==> src/rtl/vga_fb_arbiter_pkg.sv <==
// vga_fb_arbiter_pkg: constants and CPU-port FSM encoding shared by the framebuffer arbiter.
// Revision: 1.0
`default_nettype none

package vga_fb_arbiter_pkg;

   localparam int PIX_PER_WORD = 8;
   localparam int PIX_IDX_W    = $clog2(PIX_PER_WORD);
   localparam int PIX_LAT_DEF  = 3;

   typedef enum logic [1:0] {
      CPU_IDLE  = 2'd0,
      CPU_ISSUE = 2'd1,
      CPU_ACK   = 2'd2
   } cpu_state_e;

endpackage

`default_nettype wire

==> src/rtl/vga_pix_shifter.sv <==
// vga_pix_shifter: MSB-first 8-bit pixel serialiser plus the active-video delay line.
// Revision: 1.0
`default_nettype none

module vga_pix_shifter #(
   parameter int LAT = 3
) (
   input  logic       clk,
   input  logic       reset,
   input  logic       load_i,
   input  logic [7:0] data_i,
   input  logic       active_i,
   output logic       pix_o,
   output logic       active_o
);

   logic [7:0]     sh_q;
   logic [7:0]     sh_d;
   logic [LAT-1:0] act_q;
   logic [LAT-1:0] act_d;

   always_comb begin
      sh_d  = load_i ? data_i : {sh_q[6:0], 1'b0};
      act_d = {act_q[LAT-2:0], active_i};
   end

   always_ff @(posedge clk) begin
      if (reset) begin
         sh_q  <= 8'h00;
         act_q <= '0;
      end else begin
         sh_q  <= sh_d;
         act_q <= act_d;
      end
   end

   assign active_o = act_q[LAT-1];
   assign pix_o    = sh_q[7] & act_q[LAT-1];

endmodule

`default_nettype wire

==> src/rtl/vga_fb_arbiter.sv <==
// vga_fb_arbiter: shares a 1-cycle-latency framebuffer RAM between video scanout
// (absolute priority) and a req/ack CPU port; serialises fetched words to 1 bpp.  Revision: 1.0
`default_nettype none

module vga_fb_arbiter
   import vga_fb_arbiter_pkg::*;
#(
   parameter int                ADDR_W   = 16,
   parameter logic [ADDR_W-1:0] FB_BASE  = '0,
   parameter int                FB_WORDS = 38400,
   parameter int                PIX_LAT  = PIX_LAT_DEF
) (
   input  logic              clk,
   input  logic              reset,
   input  logic [10:0]       vga_x,
   input  logic [10:0]       vga_y,
   input  logic              vga_active,
   input  logic              vga_frame_start,
   input  logic              cpu_req,
   input  logic              cpu_we,
   input  logic [ADDR_W-1:0] cpu_addr,
   input  logic [7:0]        cpu_wdata,
   output logic [7:0]        cpu_rdata,
   output logic              cpu_ack,
   output logic [ADDR_W-1:0] ram_addr,
   output logic              ram_we,
   output logic [7:0]        ram_wdata,
   input  logic [7:0]        ram_rdata,
   output logic              pix_out,
   output logic              pix_active
);

   localparam logic [ADDR_W-1:0] VID_LAST = ADDR_W'(int'(FB_BASE) + FB_WORDS - 1);

   cpu_state_e        state_q, state_d;
   logic              cpu_grant;
   logic              slot;
   logic [ADDR_W-1:0] fetch_addr;
   logic [ADDR_W-1:0] vid_addr_q, vid_addr_d;
   logic [ADDR_W-1:0] ram_addr_q, ram_addr_d;
   logic              ram_we_q, ram_we_d;
   logic [7:0]        ram_wdata_q, ram_wdata_d;
   logic              op_we_q, op_we_d;
   logic              fetch1_q, fetch2_q;

   assign slot       = vga_active && (vga_x[PIX_IDX_W-1:0] == '0);
   // A frame-start pulse landing on a slot must already fetch from the base.
   assign fetch_addr = vga_frame_start ? FB_BASE : vid_addr_q;

   always_ff @(posedge clk) begin
      if (reset) state_q <= CPU_IDLE;
      else       state_q <= state_d;
   end

   always_comb begin
      state_d = state_q;
      case (state_q)
         CPU_IDLE:  if (cpu_grant) state_d = CPU_ISSUE;
         CPU_ISSUE: state_d = CPU_ACK;
         CPU_ACK:   state_d = CPU_IDLE;
         default:   state_d = CPU_IDLE;
      endcase
   end

   always_comb begin
      cpu_grant = (state_q == CPU_IDLE) && cpu_req && !slot;
      cpu_ack   = (state_q == CPU_ACK);
      cpu_rdata = ((state_q == CPU_ACK) && !op_we_q) ? ram_rdata : 8'h00;
   end

   always_comb begin
      ram_addr_d  = ram_addr_q;
      ram_we_d    = 1'b0;
      ram_wdata_d = ram_wdata_q;
      op_we_d     = op_we_q;
      vid_addr_d  = vid_addr_q;
      if (slot) begin
         ram_addr_d = fetch_addr;
         vid_addr_d = (fetch_addr == VID_LAST) ? FB_BASE : fetch_addr + ADDR_W'(1);
      end else begin
         if (vga_frame_start) vid_addr_d = FB_BASE;
         if (cpu_grant) begin
            ram_addr_d  = cpu_addr;
            ram_we_d    = cpu_we;
            ram_wdata_d = cpu_wdata;
            op_we_d     = cpu_we;
         end
      end
   end

   always_ff @(posedge clk) begin
      if (reset) begin
         ram_addr_q  <= '0;
         ram_we_q    <= 1'b0;
         ram_wdata_q <= 8'h00;
         op_we_q     <= 1'b0;
         vid_addr_q  <= FB_BASE;
         fetch1_q    <= 1'b0;
         fetch2_q    <= 1'b0;
      end else begin
         ram_addr_q  <= ram_addr_d;
         ram_we_q    <= ram_we_d;
         ram_wdata_q <= ram_wdata_d;
         op_we_q     <= op_we_d;
         vid_addr_q  <= vid_addr_d;
         fetch1_q    <= slot;
         fetch2_q    <= fetch1_q;
      end
   end

   assign ram_addr  = ram_addr_q;
   assign ram_we    = ram_we_q;
   assign ram_wdata = ram_wdata_q;

   vga_pix_shifter #(
      .LAT(PIX_LAT)
   ) u_shifter (
      .clk      (clk),
      .reset    (reset),
      .load_i   (fetch2_q),
      .data_i   (ram_rdata),
      .active_i (vga_active),
      .pix_o    (pix_out),
      .active_o (pix_active)
   );

   logic unused_ok;
   assign unused_ok = ^{vga_x[10:PIX_IDX_W], vga_y};

endmodule

`default_nettype wire

==> config.mk <==
export PLATFORM = sky130hd
export DESIGN_NAME = vga_fb_arbiter
export DESIGN_NICKNAME = d
export VERILOG_FILES = /design/src/rtl/vga_fb_arbiter_pkg.sv /design/src/rtl/vga_pix_shifter.sv /design/src/rtl/vga_fb_arbiter.sv
export SDC_FILE = /design/constraint.sdc
export NUM_CORES = 1
export LEC_CHECK = 0
export CAP_MARGIN = 20
export CORE_ASPECT_RATIO = 0.9
export CORE_MARGIN = 8
export CORE_UTILIZATION = 39
export DETAILED_ROUTE_END_ITERATION = 16
export PLACE_DENSITY = 0.75
export SLEW_MARGIN = 20
export SYNTH_ARGS = -nofsm -noshare
export SYNTH_HDL_FRONTEND = slang
export SYNTH_HIERARCHICAL = 1
export SYNTH_SLANG_ARGS = --single-unit
==> constraint.sdc <==
create_clock -name clk -period 2.8 [get_ports clk]
set_input_delay 0.7 -clock clk [delete_from_list [all_inputs] [get_ports clk]]
set_output_delay 0.7 -clock clk [all_outputs]
set_load 0.01 [all_outputs]
==> results.cfg, run 1 <==
[die]
io_pins = 96
core-area_mm2 = 0.00615
die_y_um = 91.6
initial_core_util = 0.403
die_x_um = 100
die_area_mm2 = 0.00916
rows = 27

[sta]
fin_hold_ws_ns = 0.439
worst_slew_pin_slew_ns = 0.439
timing.fmax_mhz = 370
clock_skew_ns = 0.00592
final-hold-violation-count = 0
slew_headroom = 0.707
setup_viol_count_final = 0
rsz0062_at_grt = false
min_period_ns = 2.70
slew_violations = 0
min_period_over_period = 0.964

[power]
vdd_drop_max_uv = 205
pwr-share-comb = 0.134
p_switching_w = 0.000441
power_density_mw_per_mm2 = 513
p_int_w = 0.00142
p_leak_nw = 1.35
seq_power_share = 0.461
p_clk_frac = 0.405
p_sw_frac = 0.237

[drt]
vias = 2249
post_drt_wl_per_cell_um = 14.3
drt_iter0_markers = 112
drtPass1Iterations = 4
postRouteAntennaNets = 0
via_per_inst = 4.91
wirelength_mm = 6.55
route.detailed.drc = 0

[synthesis]
synth_xor_area_frac = 0.0177
synth_top_family_by_area = simple AND/OR/NAND/NOR gates
synth_fp_nets = 336
yosys_warnings = 6
syn_area_mm2 = 0.00248
synth_fa_ha_area_frac = 0.00505
synth.ff_latch_count = 57
synth-compound-area-share = 0.132
synth.area.mux_share = 0.0889
ys_seq_area_frac = 0.461
synth-simple-area-share = 0.260
syn_inst = 275
avgSynthCellArea_um2 = 9.01
synth_cell_types = 41

[critical_path]
r2r_setup_slack_ns = 0.94
path_max_fanout = 6
arrival_ns = 2.97
critical_path_class = in -> reg
cp-end-kind = register
required_ns = 3.07
critPathBufInv = 1
cpMaxStageDelayCell = or4_4
path_delay_family = simple AND/OR/NAND/NOR gates
crit_path_cell_trace = clkdlybuf4s50_1, or4b_1, or4_4, or4_1, a21oi_1
slowest_delay_ns = 0.59
start_kind = input port

[global_route]
grtUsageTotal = 0.146
grt_remaining_overflow = 0
grt_max_degree = 37
grt_pass1_vias = 2104
grt_pass1_wl_mm = 10.6
antenna_found_initial = 0

[cts]
cts.clk_slew.worst_paths_ns = 0.07
htree_levels = 3
numCtsBuffers = 9
cts.sink_count = 57
hold_buffers = 0
postCtsSetupBuffers = 0
ctsResizeCount = 0
cts_tree = built
clockBufferDepth = 2
clockRootBuffer = clkbuf_8
clkLatencyLatePin_ns = 0.33

[place]
place_congestion = 0.770
dp_hpwl_mm = 4.89
io_buffers = 76

[status]
status = finished clean

[cells_and_area]
fin_nets = 427
n_antenna_cell = 0
drive_above_1_share = 0.105
final_util = 0.591
final_common_cell = clkdlybuf4s50_1
synthToLayoutAreaGrowth_pct = 46.7
final_cell_mix = 76 x clkdlybuf4s50_1, 57 x dfxtp_1, 30 x nor2_1

[run]
maxCapViolCount = 0

[hold_path]
hp-class = reg -> reg
## cells by family (layout without fill, tap and decap cells)
logic type / Yosys count / in the layout
AND/OR/NAND/NOR: 120 / 120
flip-flops: 57 / 57
AO/OA/AOI/OAI: 51 / 51
multiplexers: 22 / 22
buffers and inverters: 19 / 115
XOR/XNOR: 5 / 5
adder cells (fa/ha/maj): 1 / 1
## worst reg2reg max path: cells and delay by family (launching register included)
family,cells,cell delay (ns)
fa+ha+maj,1,0.21
flops,1,0.33
simple gates,4,1.12
compound gates,1,0.14
## final cells by class
cell class              count  area [um2]
multi-input cells         199        1250
repair buffers             96         923
fillers                   550        2510
flip-flops and latches     57        1140
well taps                  87         109
clock buffers              11         141
clock inverters             5        55.1
inverters                   3        11.3
## synth_stat cells
library cell,instances,area share
dfxtp_1,57,0.46
nor2_1,30,0.045
nand2_1,28,0.042
mux2i_1,22,0.089
nor2b_1,21,0.053
a21oi_1,20,0.040
a211oi_1,17,0.052
and2_1,11,0.028
clkbuf_1,10,0.015
o21ai_0,5,0.010
nand4_1,4,0.010
or3_1,4,0.010
xnor2_1,4,0.014
inv_1,3,0.0045
o31ai_1,3,0.0091
or4_1,3,0.0091
and3_1,2,0.0050
and3b_1,2,0.0071
and4b_1,2,0.0081
buf_1,2,0.0030
buf_2,2,0.0040
buf_6,2,0.0091
nand3_1,2,0.0040
nor3b_1,2,0.0061
a311o_1,1,0.0040
and3b_2,1,0.0040
and4_1,1,0.0035
ha_1,1,0.0050
nand2b_1,1,0.0025
nand4b_1,1,0.0035
nor3_1,1,0.0020
nor4b_1,1,0.0035
nor4bb_1,1,0.0040
o2111ai_1,1,0.0035
o211ai_1,1,0.0030
o21a_1,1,0.0030
o21ba_2,1,0.0040
o21bai_1,1,0.0030
or4_4,1,0.0045
or4b_1,1,0.0040
xor2_1,1,0.0035
## power groups by stage
stage           logic, W  clock network [W]  registers (W)
2_1_floorplan  0.0000881                  0       0.000887
5_1_grt         0.000271           0.000819       0.000862
4_1_cts         0.000252           0.000772       0.000858
3_5_place_dp    0.000250                  0       0.000876
3_3_place_gp    0.000248                  0       0.000875
6_report        0.000250           0.000755       0.000858
## layer usage
layer  track usage  vias up  part of all wire  wire (um)
li1              -     1145                 -          -
met1         0.186     1027              0.48       3150
met5             0        -                 0          0
met4        0.0503        0             0.017        112
met2         0.223       67              0.44       2890
met3        0.0506       10             0.061        403
## state kept, by name, summed over array words and instances, names as in the netlist
name,cells
ram_we,1
u_shifter/sh_q,8
u_shifter/act_q,3
state_q,2
vid_addr_q,16
ram_wdata,8
ram_addr,16
op_we_q,1
fetch1_q,1
fetch2_q,1
## through the flow
stage               cells  area (um2)  power [W]  setup TNS, ns  worst slack [ns]
floorplan             275        2480   0.000975              0             0.123
global placement      442        3440    0.00112         -0.806            -0.211
detailed placement    442        3440    0.00113         -0.933            -0.251
CTS                   458        3630    0.00188              0             0.112
global route          458        3630    0.00195              0            0.0455
finish                458        3630    0.00186              0             0.101
## path summary, 6_finish.rpt
check,depth (start not counted),from,to
hold reg to reg,1,fetch1_q,fetch2_q
setup / recovery,5,vga_x[2],vid_addr_q[11]
hold / removal,1,fetch1_q,fetch2_q
setup reg to reg,6,vid_addr_q[1],vid_addr_q[14]
No activity file was read; power rests on OpenSTA's default activity.
==> inputs of run 2 (changes only) <==
- MAX_ROUTING_LAYER: unset -> met4
- SKIP_LAST_GASP: unset -> 1
==> run 2 against run 1 <==
Net effect:
- via count up 0.36%
- power grew 0.17%
- die area unchanged
- global-route usage grew 0.38 points
- combinational power about the same
- worst hold slack is essentially flat
- clock-buffer cell count unchanged
- fmax hardly changed
==> results.cfg, run 2 (synthesized netlist as in run 1, its figures left out) <==
[status]
status = finished clean

[cells_and_area]
synthToLayoutAreaGrowth_pct = 46.7
final_common_cell = clkdlybuf4s50_1
nFillCells = 550
final_cell_mix = 76 x clkdlybuf4s50_1, 57 x dfxtp_1, 30 x nor2_1
fin_nets = 427
drive_above_1_share = 0.105
final_util = 0.591
n_antenna_cell = 0

[critical_path]
r2r_setup_slack_ns = 0.93
arrival_ns = 2.96
slowest_delay_ns = 0.59
critical_path_class = in -> reg
required_ns = 3.07
crit_path_cell_trace = clkdlybuf4s50_1, or4b_1, or4_4, or4_1, a21oi_1
reg2regPathDepth = 6
r2r_start = vid_addr_q[1]
path_max_fanout = 6
start_kind = input port
crit_start = vga_x[2]
cp-end-kind = register
r2r_end = vid_addr_q[14]
cpMaxStageDelayCell = or4_4
crit_path_end = vid_addr_q[11]

[sta]
min_period_over_period = 0.963
slew_violations = 0
timing.fmax_mhz = 371
finalWorstSetupSlack_ns = 0.103
clock_skew_ns = 0.00605
tns_ns = 0
min_period_ns = 2.70
fin_hold_ws_ns = 0.439
rsz0062_at_grt = false
slew_headroom = 0.719
worst_slew_pin_slew_ns = 0.421
final-hold-violation-count = 0
setup_viol_count_final = 0

[power]
p_total_w = 0.00187
power_density_mw_per_mm2 = 514
vdd_drop_max_uv = 208
p_leak_nw = 1.35

[place]
pre_cts_ws_ns = -0.251
dp_hpwl_mm = 4.89
io_buffers = 76
place_congestion = 0.781

[global_route]
met1_usage = 0.186
antenna_found_initial = 0
grt_use_met2 = 0.223
grtUsageTotal = 0.150
grt.busiest_layer = met2
grt_remaining_overflow = 0
grtUsageMet3 = 0.0461
grt_max_degree = 37
grt_pass1_vias = 2104
grt_pass1_wl_mm = 10.6

[cts]
cts_tree = built
numCtsBuffers = 9
htree_levels = 3
cts.sink_count = 57
postCtsSetupBuffers = 0
ctsResizeCount = 0
clkLatencyLatePin_ns = 0.34
cts.clk_slew.worst_paths_ns = 0.06
clockBufferDepth = 2
clockRootBuffer = clkbuf_8
hold_buffers = 0

[drt]
postRouteAntennaNets = 0
wirelength_mm = 6.59
vias = 2257
route.detailed.drc = 0
via_per_inst = 4.93
post_drt_wl_per_cell_um = 14.4
drt_iter0_markers = 110
drtPass1Iterations = 4

[die]
die_area_mm2 = 0.00916
die_y_um = 91.6
rows = 27
initial_core_util = 0.403
io_pins = 96
die_x_um = 100
core-area_mm2 = 0.00615

[hold_path]
hp-class = reg -> reg

[run]
maxCapViolCount = 0
==> run 2: cell counts in the layout (fill, tap and decap cells not counted) <==
Identical to the previous run, type by type.
==> run 2: layout make-up <==
cell class	instances	area [um2]	area share
Multi-Input combinational cell	199	1250	0.345
Sequential cell	57	1140	0.314
Timing Repair Buffer	96	923	0.254
Clock buffer	11	141	0.0389
Tap cell	87	109	0.0300
Clock inverter	5	55.1	0.0152
Inverter	3	11.3	0.00310
==> run 2: power breakdown <==
group	switching, W	leakage [nW]	internal (W)	total [W]
sequential	0.0000154	0.465	0.000843	0.000858
combinational	0.000102	0.792	0.000148	0.000250
clock	0.000327	0.0953	0.000432	0.000759
total	0.000444	1.35	0.00142	0.00187
==> run 2: per-layer routing <==
metal  vias to the layer above  part of all wire
met5                         -                 0
met4                         0             0.015
met3                        11             0.061
met2                        67              0.44
met1                      1032              0.48
li1                       1147                 -
==> run 2: metrics by stage <==
| step | cell area [um2] | instances |
|---|---|---|
| 6_report | 3630 | 458 |
| 5_1_grt | 3630 | 458 |
| 4_1_cts | 3630 | 458 |
| 3_5_place_dp | 3440 | 442 |
| 3_3_place_gp | 3440 | 442 |
| 2_1_floorplan | 2480 | 275 |
==> run 2: critical path: cells and delay by family <==
kind / cells / cell delay [ns]
and+or+nand+nor: 3 / 1.70
buffers and inverters: 1 / 0.41
AOI/OAI and AO/OA: 1 / 0.15
==> run 2: worst min path at each step <==
stage                       start                 end  slack, ns  depth (start not counted)
6_report                 fetch1_q            fetch2_q       0.44                          1
5_1_grt        u_shifter/act_q[1]  u_shifter/act_q[2]       0.46                          1
4_1_cts                  fetch1_q            fetch2_q       0.44                          1
3_5_place_dp             fetch1_q            fetch2_q       0.43                          1
3_3_place_gp             fetch1_q            fetch2_q       0.42                          1
2_1_floorplan            fetch1_q            fetch2_q       0.41                          1
